$ cat src/rtl/shift32_seq_ctrl_if.sv
// -----------------------------------------------------------------------------
// shift32_seq_ctrl_if
//   Command channel into the 32-bit shift register sequencer: one command is
//   transferred per cycle where cmd_valid and cmd_ready are both high.
//
//   Signals
//     cmd_valid  master->slave  command request
//     cmd_ready  slave->master  sequencer can take a command this cycle
//     cmd_op     master->slave  00 CLR, 01 LOAD, 10 SHL, 11 SHR
//     cmd_cnt    master->slave  shift count (SHL/SHR only, saturates at 32)
//     cmd_data   master->slave  parallel word (LOAD only)
//     cmd_fill   master->slave  serial fill bit (SHL/SHR only)
//
//   Modports: master (command source), slave (sequencer)
// -----------------------------------------------------------------------------
interface shift32_seq_ctrl_if #(
    parameter int CNT_W = 6
);
    logic             cmd_valid;
    logic             cmd_ready;
    logic [1:0]       cmd_op;
    logic [CNT_W-1:0] cmd_cnt;
    logic [31:0]      cmd_data;
    logic             cmd_fill;

    modport master (
        output cmd_valid,
        output cmd_op,
        output cmd_cnt,
        output cmd_data,
        output cmd_fill,
        input  cmd_ready
    );

    modport slave (
        input  cmd_valid,
        input  cmd_op,
        input  cmd_cnt,
        input  cmd_data,
        input  cmd_fill,
        output cmd_ready
    );
endinterface

$ cat src/rtl/shift32_seq_ctrl.sv
// -----------------------------------------------------------------------------
// shift32_seq_ctrl
//   Sequencer for a 32-bit universal shift register built from eight chained
//   74LS194 slices. Takes one command at a time, drives the mode bits, clear,
//   parallel data and serial fill, counts shift cycles and pulses done.
//
//   Ports
//     clk       in   system clock, rising edge
//     clear_n   in   synchronous active-low reset
//     cmd       slave modport of shift32_seq_ctrl_if (valid/ready command)
//     q         in   shift register Q feedback (used only for rotate)
//     S1, S0    out  mode: 00 hold, 10 left, 01 right, 11 load
//     sh_clear  out  active-high clear to the shift register
//     pdata     out  parallel load data
//     SL, SR    out  serial fill into Q[0] (left) / Q[31] (right)
//     busy      out  high from the cycle after accept through the done cycle
//     done      out  one-cycle completion pulse
//     cnt_rem   out  shift cycles remaining
//
//   Configuration
//     SHIFT32_ROTATE_EN  when defined, shift fill comes from Q feedback
//                        (SL=q[31], SR=q[0]) so shifts become rotates.
// -----------------------------------------------------------------------------
module shift32_seq_ctrl #(
    parameter int CNT_W = 6
) (
    input  logic                clk,
    input  logic                clear_n,
    shift32_seq_ctrl_if.slave   cmd,
    input  logic [31:0]         q,
    output logic                S1,
    output logic                S0,
    output logic                sh_clear,
    output logic [31:0]         pdata,
    output logic                SL,
    output logic                SR,
    output logic                busy,
    output logic                done,
    output logic [CNT_W-1:0]    cnt_rem
);

    localparam logic [CNT_W-1:0] MAX_SHIFT = CNT_W'(32);

    typedef enum logic [2:0] {
        ST_IDLE,
        ST_CLR,
        ST_LOAD,
        ST_SHIFT,
        ST_DONE
    } state_t;

    state_t           state;
    state_t           state_nxt;
    logic             shift_left;
    logic             shift_left_nxt;
    logic [CNT_W-1:0] cnt_nxt;
    logic [CNT_W-1:0] cnt_sat;
    logic [31:0]      pdata_nxt;
    logic             accept;

    assign cmd.cmd_ready = clear_n && (state == ST_IDLE);
    assign accept        = cmd.cmd_valid && cmd.cmd_ready;
    assign cnt_sat       = (cmd.cmd_cnt > MAX_SHIFT) ? MAX_SHIFT : cmd.cmd_cnt;

    // Next-state and captured command fields. All registered outputs are
    // derived from the next state so they line up with the state they belong to.
    always_comb begin
        state_nxt      = state;
        shift_left_nxt = shift_left;
        cnt_nxt        = cnt_rem;
        pdata_nxt      = pdata;
        case (state)
            ST_IDLE: begin
                if (accept) begin
                    case (cmd.cmd_op)
                        2'b00: state_nxt = ST_CLR;
                        2'b01: begin
                            state_nxt = ST_LOAD;
                            pdata_nxt = cmd.cmd_data;
                        end
                        default: begin
                            shift_left_nxt = (cmd.cmd_op == 2'b10);
                            cnt_nxt        = cnt_sat;
                            // A zero count skips the shift state entirely.
                            state_nxt      = (cnt_sat == '0) ? ST_DONE : ST_SHIFT;
                        end
                    endcase
                end
            end
            ST_CLR, ST_LOAD: state_nxt = ST_DONE;
            ST_SHIFT: begin
                cnt_nxt = cnt_rem - CNT_W'(1);
                if (cnt_rem == CNT_W'(1)) begin
                    state_nxt = ST_DONE;
                end
            end
            ST_DONE: state_nxt = ST_IDLE;
            default: state_nxt = ST_IDLE;
        endcase
    end

    // State and registered outputs; reset aborts any operation with S=00.
    always_ff @(posedge clk) begin
        if (!clear_n) begin
            state      <= ST_IDLE;
            shift_left <= 1'b0;
            cnt_rem    <= '0;
            pdata      <= '0;
            S1         <= 1'b0;
            S0         <= 1'b0;
            sh_clear   <= 1'b0;
            busy       <= 1'b0;
            done       <= 1'b0;
        end else begin
            state      <= state_nxt;
            shift_left <= shift_left_nxt;
            cnt_rem    <= cnt_nxt;
            pdata      <= pdata_nxt;
            S1         <= (state_nxt == ST_LOAD) || ((state_nxt == ST_SHIFT) && shift_left_nxt);
            S0         <= (state_nxt == ST_LOAD) || ((state_nxt == ST_SHIFT) && !shift_left_nxt);
            sh_clear   <= (state_nxt == ST_CLR);
            busy       <= (state_nxt != ST_IDLE);
            done       <= (state_nxt == ST_DONE);
        end
    end

`ifdef SHIFT32_ROTATE_EN
    // Rotate: the bit leaving one end is fed straight back into the other.
    logic fill_unused;
    assign fill_unused = cmd.cmd_fill;
    assign SL = (state == ST_SHIFT) && shift_left && q[31];
    assign SR = (state == ST_SHIFT) && !shift_left && q[0];
`else
    logic q_unused;
    assign q_unused = ^q;

    // Fill bit is captured at accept and held for the whole shift run; only
    // the line matching the shift direction carries it.
    always_ff @(posedge clk) begin
        if (!clear_n) begin
            SL <= 1'b0;
            SR <= 1'b0;
        end else if (state_nxt == ST_SHIFT) begin
            if (state == ST_IDLE) begin
                SL <= cmd.cmd_fill && shift_left_nxt;
                SR <= cmd.cmd_fill && !shift_left_nxt;
            end
        end else begin
            SL <= 1'b0;
            SR <= 1'b0;
        end
    end
`endif

endmodule

$ cat src/flat_wrapper.sv
// flat-port wrapper written by rule: the top's interface ports become plain ports
module shift32_seq_ctrl_flat 
#(
    parameter int CNT_W = 6
)
  (clk, clear_n, q, S1, S0, sh_clear, pdata, SL, SR, busy, done, cnt_rem, cmd_cmd_valid, cmd_cmd_op, cmd_cmd_cnt, cmd_cmd_data, cmd_cmd_fill, cmd_cmd_ready);
  shift32_seq_ctrl_if #(.CNT_W(CNT_W)) cmd_i ();
  input  logic clk;
  input  logic clear_n;
  input  logic [31:0] q;
  output logic S1;
  output logic S0;
  output logic sh_clear;
  output logic [31:0] pdata;
  output logic SL;
  output logic SR;
  output logic busy;
  output logic done;
  output logic [CNT_W-1:0] cnt_rem;
  input wire logic [$bits(cmd_i.cmd_valid)-1:0] cmd_cmd_valid;
  input wire logic [$bits(cmd_i.cmd_op)-1:0] cmd_cmd_op;
  input wire logic [$bits(cmd_i.cmd_cnt)-1:0] cmd_cmd_cnt;
  input wire logic [$bits(cmd_i.cmd_data)-1:0] cmd_cmd_data;
  input wire logic [$bits(cmd_i.cmd_fill)-1:0] cmd_cmd_fill;
  output wire logic [$bits(cmd_i.cmd_ready)-1:0] cmd_cmd_ready;
  assign cmd_i.cmd_valid = cmd_cmd_valid;
  assign cmd_i.cmd_op = cmd_cmd_op;
  assign cmd_i.cmd_cnt = cmd_cmd_cnt;
  assign cmd_i.cmd_data = cmd_cmd_data;
  assign cmd_i.cmd_fill = cmd_cmd_fill;
  assign cmd_cmd_ready = cmd_i.cmd_ready;
  shift32_seq_ctrl #(.CNT_W(CNT_W)) u_core (.clk(clk), .clear_n(clear_n), .cmd(cmd_i), .q(q), .S1(S1), .S0(S0), .sh_clear(sh_clear), .pdata(pdata), .SL(SL), .SR(SR), .busy(busy), .done(done), .cnt_rem(cnt_rem));
endmodule
$ cat config.mk
export PLATFORM = sky130hd
export DESIGN_NAME = shift32_seq_ctrl_flat
export DESIGN_NICKNAME = d
export VERILOG_FILES = /design/src/rtl/shift32_seq_ctrl_if.sv /design/src/rtl/shift32_seq_ctrl.sv /design/src/flat_wrapper.sv
export SDC_FILE = /design/constraint.sdc
export NUM_CORES = 1
export LEC_CHECK = 0
export ABC_AREA = 1
export CAP_MARGIN = 20
export CORE_MARGIN = 2
export CORE_UTILIZATION = 40
export CTS_BUF_LIST = sky130_fd_sc_hd__clkbuf_8
export DETAILED_ROUTE_END_ITERATION = 8
export GPL_TIMING_DRIVEN = 0
export PLACE_DENSITY = 0.82
export SYNTH_ARGS = -nofsm -noshare
export SYNTH_HDL_FRONTEND = slang
export SYNTH_SLANG_ARGS = --single-unit
$ cat constraint.sdc
create_clock -name clk -period 3.23 [get_ports clk]
set_input_delay 0.646 -clock clk [delete_from_list [all_inputs] [get_ports clk]]
set_output_delay 0.646 -clock clk [all_outputs]
set_load 0.01 [all_outputs]
# Word-level counts from Yosys, hierarchy flattened
# Cells that the tools add are included.
# word_totals
regBits,49
inputBits,76
out_inout_bits,46
word_cells,56
# classes
addsub,1
order_cmp,1
eq_ne,12
n_mux,12
n_reduce_logical,19
# ops
operator,n
6-bit 2-to-1 mux,3
3-bit by 2-bit equality test with 1-bit output (second input constant),4
6-bit one-hot mux with 2 select lines,1
3-bit 2-to-1 mux,3
3-bit one-hot mux with 3 select lines,1
3-bit by 1-bit equality test with 1-bit output (second input constant),2
6-bit by 1-bit equality test with 1-bit output (second input constant),1
6-bit > comparator (second input constant),1
1-bit logical AND,6
6-bit zero test,1
3-bit one-hot mux with 2 select lines,1
3-bit AND reduction,2
6-bit by 1-bit subtractor with 6-bit output (second input constant),1
2-bit OR reduction,2
3-bit equality test (second input constant),1
3-bit zero test,1
1-bit 2-to-1 mux,3
3-bit nonzero test,1
2-bit by 1-bit equality test with 1-bit output (second input constant),1
2-bit equality test (second input constant),1
2-bit zero test,1
1-bit logical OR,2
2-bit by 1-bit inequality test with 1-bit output (second input constant),1
2-bit inequality test (second input constant),1
3 further kinds,3

# Logic depth before layout (Yosys ltp)
# depth
depth_word,10
mapped_depth,10
ltp_nobuf,10

# Least setup slack after synthesis
# Ideal clock, no wire load.
# synth_path
path_kind,in2reg
from,input clear_n
to,register u_core.pdata[18]
setup_ns,0.116
arrival_time_ns,1.465
required_ns,3.114
setup_slack_ns,1.649
stages,8
path_buffers,1
path_cell_list,inv_1 > nor2_4 > nand2_4 > nor2_8 > inv_4 > buf_6 > nor2_1 > nor2_1
# synth_between
elab_chain_len,3
# synth_lines
element,line_no,rtl
start: declaration,flat_wrapper.sv:9,input logic clear_n;
1-bit logical AND,shift32_seq_ctrl.sv:61,assign cmd.cmd_ready = clear_n && (state == ST_IDLE);
net cmd_cmd_ready,flat_wrapper.sv:25,output wire logic [$bits(cmd_i.cmd_ready)-1:0] cmd_cmd_ready;
1-bit logical AND,shift32_seq_ctrl.sv:62,assign accept = cmd.cmd_valid && cmd.cmd_ready;
3-bit AND reduction (no line),--,
end signal: assignment,shift32_seq_ctrl.sv:118,pdata <= pdata_nxt;
end: declaration,shift32_seq_ctrl.sv:34,"output logic [31:0] pdata,"
# The timed path passes the listed nets, and every way through them passes these cells.
# A chain may end at the register's enable or synchronous reset.

# Worst setup path after layout
# layout_path
from,input clear_n
to,output cmd_cmd_ready
# layout_between
elab_chain_len,1
# layout_lines
element,line_no
1-bit logical AND,shift32_seq_ctrl.sv:61
end: declaration,flat_wrapper.sv:25
# Every way passes these cells.

==> out/metrics.yaml <==
grt_usage_pct: 18.46
maxCapViolations: 0
instances_no_fill: 446
final_layout_size_suffix_gt1_share_pct: 7.447
vias: 2088
firstDrtPassIters: 4
setup_viol: 0
async_flop_share_pct: 0
fin_nets: 454
die_width_um: 76.21
cts_setup_buffers: 0
ys_ff_latch: 49
area_delta_synth_final_pct: 51.05
tightest_slew_ns: 0.4305
drc_errors: 0
ctsResizeCount: 0
antenna_left: 0
cts_root_buffer: "clkbuf_8"
final_area_um2: 3151
routedWlPerCell_um: 11.53
die_y_um: 76.21
cp_num_buf_inv: 3
diodes: 0
synth_edf_count: 0
synth_seq_area_share_pct: 47.03
syn_nets: 358
antenna_found_initial: 0
io_buffer_count: 89
n_fill_cell: 469
end_kind: "primary output"
grt_max_degree: 14
slowest_delay_ns: 0.54
vdd_drop_max_uv: 254.6
rsz0062_at_grt: "no"
start_kind: "input pin"
htree_levels: 2
yosysMostFrequentCell: "nor2_1"
finalWorstSetupSlack_ns: 0.4917
cts_tree: "yes"
hold_ws_ns: 0.5048
path_class: "in2out"
synthCells: 280
cts_made_buffers: 5
hold_viol: 0
yosys_warnings: 0
grt_first_pass_wirelength_um: 8956
grt_pass1_vias: 2007
cp_common_cell: "clkdlybuf4s50_1"
power_mw: 1.213
finalCritPeriodShare_pct: 84.78
clk-insertion-delay-late_ns: 0.29
die-area_um2: 5808
path_max_fanout: 7
critPathSlowestCell: "clkdlybuf4s50_1"
drv_slew: 0
num_rows: 26
yosys.cell_types.count: 25
path_cells: "clkdlybuf4s50_1, inv_1, nor2_4, clkdlybuf4s50_1"
avgSynthCellArea_um2: 7.449
final.setup_skew_ns: 0.009449
synth_top_area_share_pct: 47.03
syn_area_um2: 2086
setup_tns_ns: 0
dp.cells: 439
leakagePower_nw: 1.389
wirelength_um: 5143
routabilityCongestion: 0.8125
ctsHoldBuffers: 0
start_util_pct: 41.10
synth.top_cells.by_area: "dfxtp_1 (47%), nor2_1 (15%), o21ai_0 (6.7%), nand2_1 (5.8%), inv_1 (3.8%)"
cp_top_family: "buffers and inverters"
core_um2: 5075
clock.fmax_ghz: 0.3652
final_util_pct: 62.08
critPathRequiredTime_ns: 2.58
synth.largest_area_cell: "dfxtp_1"
final.min_clock_period_ns: 2.738
multi_input_area_um2: 933.4
seq_area_um2: 980.9
grt-ovfl-total: 0
cts.sinks: 49
path_clk_slew_ns: 0.08
dp_hpwl_um: 3891
dpl-instance-area_um2: 3064
worstHoldPathType: "reg2reg"
slew_headroom_pct: 71.30
synthFlopType: "dfxtp_1"
drtIter0Drc: 104
clockBufferDepth: 2
cp.arrival_ns: 2.09
cellPowerDensity_nw_per_um2: 385.1
status: "completed"
synth_common_cells: "nor2_1 (84), dfxtp_1 (49), nand2_1 (32), o21ai_0 (28), inv_1 (21)"
io_pins: 122
dp_slack_ns: 0.4651
viasPerCell: 4.682
layout by cell type, fill, tap and decap left out, drive strengths merged:
cell,n
dfxtp,49
nor3,1
buf,7
a21oi,6
inv,24
a21boi,1
nor2,92
clkdlybuf4s50,89
nand4,2
ha,2
a31oi,1
xnor2,2
nand3,14
clkbuf,9
nand2,36
o21ai,41
state kept, by name, summed over array words and instances, names as in the netlist:
| name | count |
|---|---|
| u_core.shift_left | 1 |
| u_core.state | 3 |
| u_core.sh_clear | 1 |
| u_core.done | 1 |
| u_core.cnt_rem | 6 |
| u_core.SL | 1 |
| u_core.SR | 1 |
| u_core.S1 | 1 |
| u_core.pdata | 32 |
| u_core.S0 | 1 |
| u_core.busy | 1 |
cell type report:
type                    count  share of cell area [%]
multi-input cells         198                   29.63
inverters                  23                   2.820
plain buffers              10                   2.621
repair buffers             89                   28.28
well taps                  70                   2.780
clock inverters             1                  0.1191
flip-flops and latches     49                   31.14
clock buffers               6                   2.621
power by group:
| group | switching, mW | leakage (nW) | total (mW) | internal (mW) |
|---|---|---|---|---|
| sequential | 0.0141 | 0.398 | 0.642 | 0.628 |
| combinational | 0.101 | 0.942 | 0.221 | 0.120 |
| clock | 0.183 | 0.0485 | 0.350 | 0.167 |
worst min-delay path, stage by stage, from the launching register on:
cell and delay, ns:
dfxtp_1 0.34, o21ai_1 0.07, nor2_1 0.07
cells by family (layout without fill, tap and decap cells):
kind of cell	count (synthesis)	after routing	synth area share, %
simple gates	145	145	30.77
buf+inv	33	129	8.218
flops	49	49	47.03
fa+ha+maj	2	2	1.200
xor+xnor	2	2	0.8400
compound gates	49	49	11.94
final timing paths:
check	from	to	slack [ns]	cells after the start
min	u_core.pdata[2]$_SDFFE_PN0P_	u_core.pdata[2]$_SDFFE_PN0P_	0.50	2
max reg2reg	u_core.state[0]$_SDFF_PN0_	u_core.pdata[11]$_SDFFE_PN0P_	1.79	9
max	clear_n	cmd_cmd_ready	0.49	4
min reg2reg	u_core.pdata[2]$_SDFFE_PN0P_	u_core.pdata[2]$_SDFFE_PN0P_	0.50	2
metal layers:
layer	up-vias	track usage, %	part of all wire (%)
met5	-	0	0
met2	64	29.82	46
met4	0	4.000	0.45
met1	943	22.93	44
met3	4	7.938	9.5
li1	1077	-	-
(Power assumes the default switching activity.)
